File: config.mk
export PLATFORM = sky130hd
export DESIGN_NAME = fibo_requester
export DESIGN_NICKNAME = d
export VERILOG_FILES = /design/src/rtl/fibo_requester.sv
export SDC_FILE = /design/constraint.sdc
export NUM_CORES = 1
export LEC_CHECK = 0
export CAP_MARGIN = 40
export CORE_ASPECT_RATIO = 0.8
export CORE_UTILIZATION = 30
export DETAILED_ROUTE_END_ITERATION = 10
export SLEW_MARGIN = 20
export SYNTH_ARGS = -nofsm -noshare
export SYNTH_HDL_FRONTEND = slang
export SYNTH_SLANG_ARGS = --single-unit
export TNS_END_PERCENT = 100
File: constraint.sdc
create_clock -name clk -period 1.77 [get_ports clk]
set_input_delay 0.177 -clock clk [delete_from_list [all_inputs] [get_ports clk]]
set_output_delay 0.177 -clock clk [all_outputs]
set_load 0.02 [all_outputs]
File: src/rtl/fibo_requester.sv
// Host-side sequencer for a Fibonacci calculator: accepts an index, runs the
// calculator reset/settle/begin sequence, waits for done or a timeout, and
// returns a single response with status flags and saturating statistics.
module fibo_requester #(
  parameter int unsigned BEGIN_CYCLES   = 2,
  parameter int unsigned TIMEOUT_CYCLES = 1024
) (
  input  logic        clk,
  input  logic        reset,
  input  logic        cmd_valid,
  output logic        cmd_ready,
  input  logic [4:0]  cmd_index,
  output logic        rsp_valid,
  input  logic        rsp_ready,
  output logic [15:0] rsp_value,
  output logic        rsp_timeout,
  output logic        rsp_range_err,
  output logic        calc_reset_n,
  output logic [4:0]  calc_input_s,
  output logic        calc_begin,
  input  logic        calc_done,
  input  logic [15:0] calc_fibo_out,
  output logic [7:0]  ok_count,
  output logic [7:0]  timeout_count
);

  localparam int unsigned MAX_INDEX    = 24;
  localparam int unsigned PHASE_CYCLES = 2;
  localparam int unsigned CNT_MAX      = (TIMEOUT_CYCLES > BEGIN_CYCLES) ? TIMEOUT_CYCLES : BEGIN_CYCLES;
  localparam int unsigned CNT_W        = $clog2(CNT_MAX + 1);

  typedef enum logic [2:0] {
    S_IDLE,
    S_CRST,
    S_SETTLE,
    S_BEGIN,
    S_WAIT,
    S_RESP
  } state_e;

  state_e             state_q, state_d;
  logic [CNT_W-1:0]   cnt_q, cnt_d;

  logic               cmd_ready_q, cmd_ready_d;
  logic               rsp_valid_q, rsp_valid_d;
  logic [15:0]        rsp_value_q, rsp_value_d;
  logic               rsp_timeout_q, rsp_timeout_d;
  logic               rsp_range_err_q, rsp_range_err_d;
  logic               calc_reset_n_q, calc_reset_n_d;
  logic [4:0]         calc_input_s_q, calc_input_s_d;
  logic               calc_begin_q, calc_begin_d;
  logic [7:0]         ok_count_q, ok_count_d;
  logic [7:0]         timeout_count_q, timeout_count_d;

  logic               accept;
  logic               in_range;
  logic               phase_last;
  logic               begin_last;
  logic               wait_last;

  assign accept     = (state_q == S_IDLE) && cmd_valid;
  assign in_range   = (cmd_index <= 5'(MAX_INDEX));
  assign phase_last = (cnt_q == CNT_W'(PHASE_CYCLES - 1));
  assign begin_last = (cnt_q == CNT_W'(BEGIN_CYCLES - 1));
  assign wait_last  = (cnt_q == CNT_W'(TIMEOUT_CYCLES - 1));

  // State register.
  always_ff @(posedge clk or posedge reset) begin
    if (reset) begin
      state_q <= S_IDLE;
      cnt_q   <= '0;
    end else begin
      state_q <= state_d;
      cnt_q   <= cnt_d;
    end
  end

  // Next-state and phase counter; cnt restarts at 0 on every state change.
  always_comb begin
    state_d = state_q;
    cnt_d   = cnt_q;
    unique case (state_q)
      S_IDLE: begin
        cnt_d = '0;
        if (accept) state_d = in_range ? S_CRST : S_RESP;
      end
      S_CRST: begin
        cnt_d = cnt_q + CNT_W'(1);
        if (phase_last) begin
          state_d = S_SETTLE;
          cnt_d   = '0;
        end
      end
      S_SETTLE: begin
        cnt_d = cnt_q + CNT_W'(1);
        if (phase_last) begin
          state_d = S_BEGIN;
          cnt_d   = '0;
        end
      end
      S_BEGIN: begin
        cnt_d = cnt_q + CNT_W'(1);
        if (begin_last) begin
          state_d = S_WAIT;
          cnt_d   = '0;
        end
      end
      S_WAIT: begin
        cnt_d = cnt_q + CNT_W'(1);
        if (calc_done || wait_last) begin
          state_d = S_RESP;
          cnt_d   = '0;
        end
      end
      S_RESP: begin
        cnt_d = '0;
        if (rsp_ready) state_d = S_IDLE;
      end
      default: begin
        state_d = S_IDLE;
        cnt_d   = '0;
      end
    endcase
  end

  // Output/datapath next values; strobes decode the upcoming state so they are registered.
  always_comb begin
    cmd_ready_d     = (state_d == S_IDLE);
    rsp_valid_d     = (state_d == S_RESP);
    calc_begin_d    = (state_d == S_BEGIN);
    calc_reset_n_d  = (state_d != S_CRST);
    calc_input_s_d  = calc_input_s_q;
    rsp_value_d     = rsp_value_q;
    rsp_timeout_d   = rsp_timeout_q;
    rsp_range_err_d = rsp_range_err_q;
    ok_count_d      = ok_count_q;
    timeout_count_d = timeout_count_q;

    if (accept) begin
      rsp_timeout_d = 1'b0;
      if (in_range) begin
        calc_input_s_d  = cmd_index;
        rsp_range_err_d = 1'b0;
      end else begin
        rsp_value_d     = '0;
        rsp_range_err_d = 1'b1;
      end
    end

    // Done takes priority over a timeout landing on the same cycle.
    if (state_q == S_WAIT) begin
      if (calc_done) begin
        rsp_value_d   = calc_fibo_out;
        rsp_timeout_d = 1'b0;
      end else if (wait_last) begin
        rsp_value_d   = '0;
        rsp_timeout_d = 1'b1;
      end
    end

    if ((state_q == S_RESP) && rsp_ready && !rsp_range_err_q) begin
      if (rsp_timeout_q) begin
        if (timeout_count_q != 8'hFF) timeout_count_d = timeout_count_q + 8'd1;
      end else begin
        if (ok_count_q != 8'hFF) ok_count_d = ok_count_q + 8'd1;
      end
    end
  end

  // Output and datapath registers.
  always_ff @(posedge clk or posedge reset) begin
    if (reset) begin
      cmd_ready_q     <= 1'b1;
      rsp_valid_q     <= 1'b0;
      rsp_value_q     <= '0;
      rsp_timeout_q   <= 1'b0;
      rsp_range_err_q <= 1'b0;
      calc_reset_n_q  <= 1'b0;
      calc_input_s_q  <= '0;
      calc_begin_q    <= 1'b0;
      ok_count_q      <= '0;
      timeout_count_q <= '0;
    end else begin
      cmd_ready_q     <= cmd_ready_d;
      rsp_valid_q     <= rsp_valid_d;
      rsp_value_q     <= rsp_value_d;
      rsp_timeout_q   <= rsp_timeout_d;
      rsp_range_err_q <= rsp_range_err_d;
      calc_reset_n_q  <= calc_reset_n_d;
      calc_input_s_q  <= calc_input_s_d;
      calc_begin_q    <= calc_begin_d;
      ok_count_q      <= ok_count_d;
      timeout_count_q <= timeout_count_d;
    end
  end

  assign cmd_ready     = cmd_ready_q;
  assign rsp_valid     = rsp_valid_q;
  assign rsp_value     = rsp_value_q;
  assign rsp_timeout   = rsp_timeout_q;
  assign rsp_range_err = rsp_range_err_q;
  assign calc_reset_n  = calc_reset_n_q;
  assign calc_input_s  = calc_input_s_q;
  assign calc_begin    = calc_begin_q;
  assign ok_count      = ok_count_q;
  assign timeout_count = timeout_count_q;

endmodule

**Yosys cells after proc, flatten, opt, wreduce, memory -nomap -nowiden**

Index checks and enable logic that the tools add are counted.

- Register bits after elaboration: 57
- Bits of input ports: 26
- Output and inout bits: 43
- Logic and storage cells: 61

- $add $sub $neg: 3
- Order comparisons: 1
- Eq/ne operators: 12
- Muxes and demuxes: 21
- Bitwise logic cells: 1
- Reduce and logical (&&, ||, !) cells: 11

Operator list:

| operator | count |
|---|---|
| $mux 16 | 5 |
| $mux 11 | 2 |
| $pmux 11 s2 | 1 |
| $mux 3 | 7 |
| $pmux 3 s6 | 1 |
| $add 8x1->8 const B | 2 |
| $ne 8x8->1 const B | 2 |
| $add 11x1->11 const B | 1 |
| $eq 11x1->1 const B | 1 |
| $eq 11x10->1 const B | 1 |
| $eq 3x2->1 const B | 3 |
| $eq 3x3->1 const B | 3 |
| $logic_not 3->1 | 2 |
| $reduce_and 3->1 | 2 |
| $le 5x5->1 const B | 1 |
| $mux 1 | 5 |
| $eq 3x1->1 const B | 1 |
| $logic_and 1x1->1 | 3 |
| $ne 3x1->1 const B | 1 |
| $reduce_or 3->1 | 1 |
| $reduce_and 2->1 | 1 |
| $logic_not 1->1 | 1 |
| $logic_or 1x1->1 | 1 |
| $not 1->1 | 1 |

**Logic depth before layout (Yosys ltp)**

Gate-level depths: netlist of the first run.

- Depth in word-level cells: 6
- Gate-level depth with buffers: 7
- Depth with buffers taken out: 6

**Worst setup path after synthesis of the first run**

Ideal clock, no wire load.

- Path type: flip-flop to flip-flop
- Start point: register state_q[0]
- End point: register rsp_value_q[10], in the netlist rsp_value[10]
- Setup time: 0.121 ns
- Arrival: 1.792 ns
- Required time: 1.649 ns
- Path slack: -0.143 ns
- Stages on the path, launching flop included: 7
- Buffers on the path: 2
- Period minus slack after synthesis: 1.913 ns
- Cell sequence: dfrtp_1 buf_6 or4b_4 or2_4 a21boi_4 buf_6 a22o_1

- Cells in the longest elaborated chain, start to end: 6
- Elaborated cells between the ends (all ways): 7
- Classes of those cells: 1 x eq/ne; 4 x mux; 2 x reduce/logical

Ends and longest elaborated chain:

| item | RTL line | text |
|---|---|---|
| start: declaration | 41 | `state_e state_q, state_d;` |
| start signal: assignment | 73 | `state_q <= state_d;` |
| $logic_not 3->1 | 61 | `assign accept = (state_q == S_IDLE) && cmd_valid;` |
| $logic_and 1x1->1 | 61 |  |
| $mux 16 | 139 | `if (accept) begin` |
| $mux 16 | 155 | `end else if (wait_last) begin` |
| $mux 16 | 152 | `if (calc_done) begin` |
| $mux 16 * | 151 | `if (state_q == S_WAIT) begin` |
| named net rsp_value_d[10] | 46 | `logic [15:0] rsp_value_q, rsp_value_d;` |
| end signal: assignment | 186 | `rsp_value_q <= rsp_value_d;` |
| end: declaration | 46 |  |

The timed path passes the listed nets; every way through them passes the cells marked *.
A chain may end at the register's enable or synchronous reset.

**Worst setup path after layout of the first run**

- Start point: register state_q[1]
- End point: register calc_reset_n_q, in the netlist calc_reset_n

- Cells in the longest elaborated chain, start to end: 5
- Elaborated cells between the ends (all ways): 15
- Classes of those cells: 6 x eq/ne; 7 x mux; 2 x reduce/logical

Ends and longest elaborated chain:

| item | RTL line | text |
|---|---|---|
| $logic_not 3->1 | 61, 82 |  |
| $logic_and 1x1->1 | 61 |  |
| $mux 3 | 85 | `if (accept) state_d = in_range ? S_CRST : S_RESP;` |
| $pmux 3 s6 * | 82 | `unique case (state_q)` |
| $ne 3x1->1 * | 131 | `calc_reset_n_d = (state_d != S_CRST);` |
| named net calc_reset_n_d | 49 | `logic calc_reset_n_q, calc_reset_n_d;` |
| end signal: assignment | 189 | `calc_reset_n_q <= calc_reset_n_d;` |
| end: declaration | 49 |  |

Marked as above.

==> results.yml, run 1 <==
run_status:
  run_status: "complete, but fails checks"
  failed_checks: "setup timing"
final_layout:
  drive_above_1_share_pct: 25.8
  area_delta_synth_final_pct: 54.4
  nets: 366
  final_util_pct: 49.0
  num_antenna_cells: 0
  design_area_mm2: 0.00399
  n_fill_cell: 760
synthesis:
  netlist_top_cells_area: "dfrtp_1 (54%), a22o_1 (5.4%), xnor2_1 (5.4%)"
  ys_warn_count: 0
  synth_compound_area_share_pct: 10.6
  ys_types: 42
  async_flop_share_pct: 100
  yosysTopAreaCell: "dfrtp_1"
  synth_edf_count: 0
  synthAdderAreaFrac_pct: 1.94
  synth.most_common_cell: "dfrtp_1"
  synth-simple-area-share_pct: 19.2
  synth_top_area_share_pct: 54.3
  synth_flop_cell: "dfrtp_1"
  synth-seq-cells: 57
  synth_top_family_by_area: "simple AND/OR/NAND/NOR gates"
  synth.cell_area_mm2: 0.00258
  avgSynthCellArea_um2: 11.7
  synth-xor-area-share_pct: 8.14
  syn_nets: 251
  ys_seq_area_share_pct: 55.3
  muxShareOfSynthArea_pct: 2.62
  netlist_top_cells_count: "dfrtp_1 (56), nor2_1 (21), a22o_1 (16), xnor2_1 (16), nand3_1 (14)"
  postSynthCellCount: 221
power:
  p_clk_share_pct: 23.8
  p_leak_nw: 1.75
  switching_share_pct: 34.3
  p_int_w: 0.00337
  p_per_area_mw_per_mm2: 1290
  p_seq_share_pct: 35.6
  power.switching_w: 0.00176
  p_comb_share_pct: 40.6
  ir_worst_vdd_v: 0.000680
detailed_routing:
  drc: 0
  num_vias: 2080
  wire_per_inst_um: 13.8
  avgViaCountPerCell: 4.63
  dr.pass1.iters: 4
  drt-initial-drc-count: 80
  wirelength_um: 6190
  drtAntennaViolNets: 0
critical_path:
  r2r_cells: 5
  reg2reg_from: "state_q[1]"
  cpMaxStageDelayCell: "or4b_4"
  ff2ff_setup_slack_ns: -0.02
  timing.critical_path.buf_inv: 1
  crit_cells: 5
  crit_chain: "or4b_4 -> or2_4 -> buf_4 -> a32oi_2 -> o21bai_1"
  crit_family: "simple AND/OR/NAND/NOR gates"
  r2r-end: "calc_reset_n"
  cp.arrival_ns: 2.05
  crit_fanout: 3
  worst_setup_path_start_kind: "register"
  required_ns: 2.03
  crit_path_max_incr_delay_ns: 0.55
  endpoint_kind: "register"
  criticalPathCategory: "register to register"
place:
  place.gp.congestion: 0.764
  hpwl_um: 4200
  portBuffers: 68
  placed_area_mm2: 0.00363
timing:
  drv_slew: 0
  skew_ns: 0.00933
  hold_viol: 0
  min_period_over_period_pct: 101
  fmaxAchievable_mhz: 558
  setup-violations-final: 1
  setup_ws_ns: -0.0215
  max_slew_margin_pct: 73.8
  whs_ns: 0.204
  period_minus_slack_ns: 1.79
  worst_pin_slew_ns: 0.388
  rsz0062_at_grt: "yes"
die:
  rows: 29
  io_pins: 69
  die_x_um: 106
  dieArea_mm2: 0.00899
  die_h_um: 85.0
  core_mm2: 0.00813
  start_util_pct: 31.8
global_route:
  grt-ovfl-total: 0
  antenna_found_initial: 0
  grt_pass1_wl_um: 10000
  grt_pass1_vias: 2047
  grt_max_degree: 58
  grt_util_all_layers_pct: 14.6
clock_tree:
  cts.clk_slew.worst_paths_ns: 0.07
  cts_hold_buf: 0
  cts_tree: "built"
  cts.sinks: 57
  cts_buffer_depth: 2
  cts-root-buf: "clkbuf_8"
  clkLatencyLatePin_ns: 0.34
  cts_buffers: 9
  cts_max_level: 3
worst_hold_path:
  hold_path_class: "primary input to async pin"
flow_run:
  maxCapViolCount: 0
sequential cells by signal (all words and copies together) (netlist names), 3 cells and up:
name / count
timeout_count: 8
state_q: 3
cnt_q: 11
ok_count: 8
rsp_value: 16
calc_input_s: 5
tightest hold or removal path, cell delays in order:
cell and delay [ns]:
clkdlybuf4s50_1 0.42, inv_2 0.07, buf_12 0.27
per-stage QoR:
stage                     cells  total power, W  setup WS (ns)  TNS (ns)
after global placement      424         0.00375         -0.221     -4.32
after global routing        449         0.00547        -0.0929    -0.785
after detailed placement    424         0.00376         -0.250     -5.00
after floorplan             221         0.00285        -0.0815    -0.815
final                       449         0.00514        -0.0215   -0.0215
after CTS                   441         0.00503        0.00327         0
cell usage in the layout (no fill, tap or decap), types with 2 or more instances in the layout:
cell	Yosys	routed
and4_1	5	5
nand4_1	8	8
ha_1	4	2
nand3_1	14	13
dfrtp_1	56	53
nand2b_4	0	2
xor2_1	8	8
xnor2_1	16	16
clkdlybuf4s50_1	0	68
clkbuf_8	0	9
nor2_1	21	21
and2_1	2	2
mux2_2	6	6
a21oi_1	5	5
nor4_4	0	3
inv_1	6	5
nand2b_1	5	3
ha_2	0	2
dfrtp_2	0	3
and3_1	6	6
a22o_1	16	16
buf_4	0	38
clkinv_4	0	3
clkinvlp_4	0	2
nand2_1	12	12
per-layer routing:
layer | part of all wire [%] | vias to the layer above | GRT usage [%]
met4 | 2.1 | 0 | 5.93
met3 | 5.3 | 15 | 5.30
met2 | 42 | 52 | 20.3
met5 | 0 | - | 0
met1 | 50 | 983 | 20.5
li1 | - | 1030 | -
area by class of cell:
cell class              instances  area (um^2)  share of cell area [%]
inverters                       6         22.5                   0.565
repair buffers                108          997                    25.0
multi-input cells             154         1200                    30.0
well taps                     108          135                    3.39
flip-flops and latches         57         1430                    35.9
clock buffers                   9          124                    3.11
clock inverters                 7         80.1                    2.01
worst max path at each step:
stage,to,startpoint
finish,calc_reset_n,state_q[1]
global route,calc_reset_n,state_q[1]
floorplan,rsp_value[10],state_q[1]
detailed placement,rsp_value[15],cmd_valid
CTS,calc_reset_n,state_q[1]
global placement,rsp_value[3],cmd_valid
timing repair:
action                     CTS  global route
setup endpoints to repair   19            41
buffers inserted             1             7
gates cloned                 1             1
pin swaps                    2            11
gates resized for setup      4            20
power groups by stage:
stage / registers [W] / clock network, W / logic, W
6_report: 0.00183 / 0.00122 / 0.00208
5_1_grt: 0.00187 / 0.00135 / 0.00226
4_1_cts: 0.00182 / 0.00126 / 0.00195
3_5_place_dp: 0.00184 / 0 / 0.00193
3_3_place_gp: 0.00185 / 0 / 0.00190
2_1_floorplan: 0.00213 / 0 / 0.000722
cell families after synthesis:
group                    count (synthesis)
AO/OA/AOI/OAI                           31
AND/OR/NAND/NOR                         88
buffers and inverters                   11
multiplexers                             6
flip-flops                              57
XOR/XNOR                                24
adder cells (fa/ha/maj)                  4
No activity file was read; power rests on OpenSTA's default activity.
==> run 2: changes to the inputs <==
--- a/config.mk
+++ b/config.mk
@@ -13,4 +13,3 @@
 export SYNTH_ARGS = -nofsm -noshare
 export SYNTH_HDL_FRONTEND = slang
 export SYNTH_SLANG_ARGS = --single-unit
-export TNS_END_PERCENT = 100
==> results of run 2 <==
Final layout, timing and power as in run 1 (identical DEF).
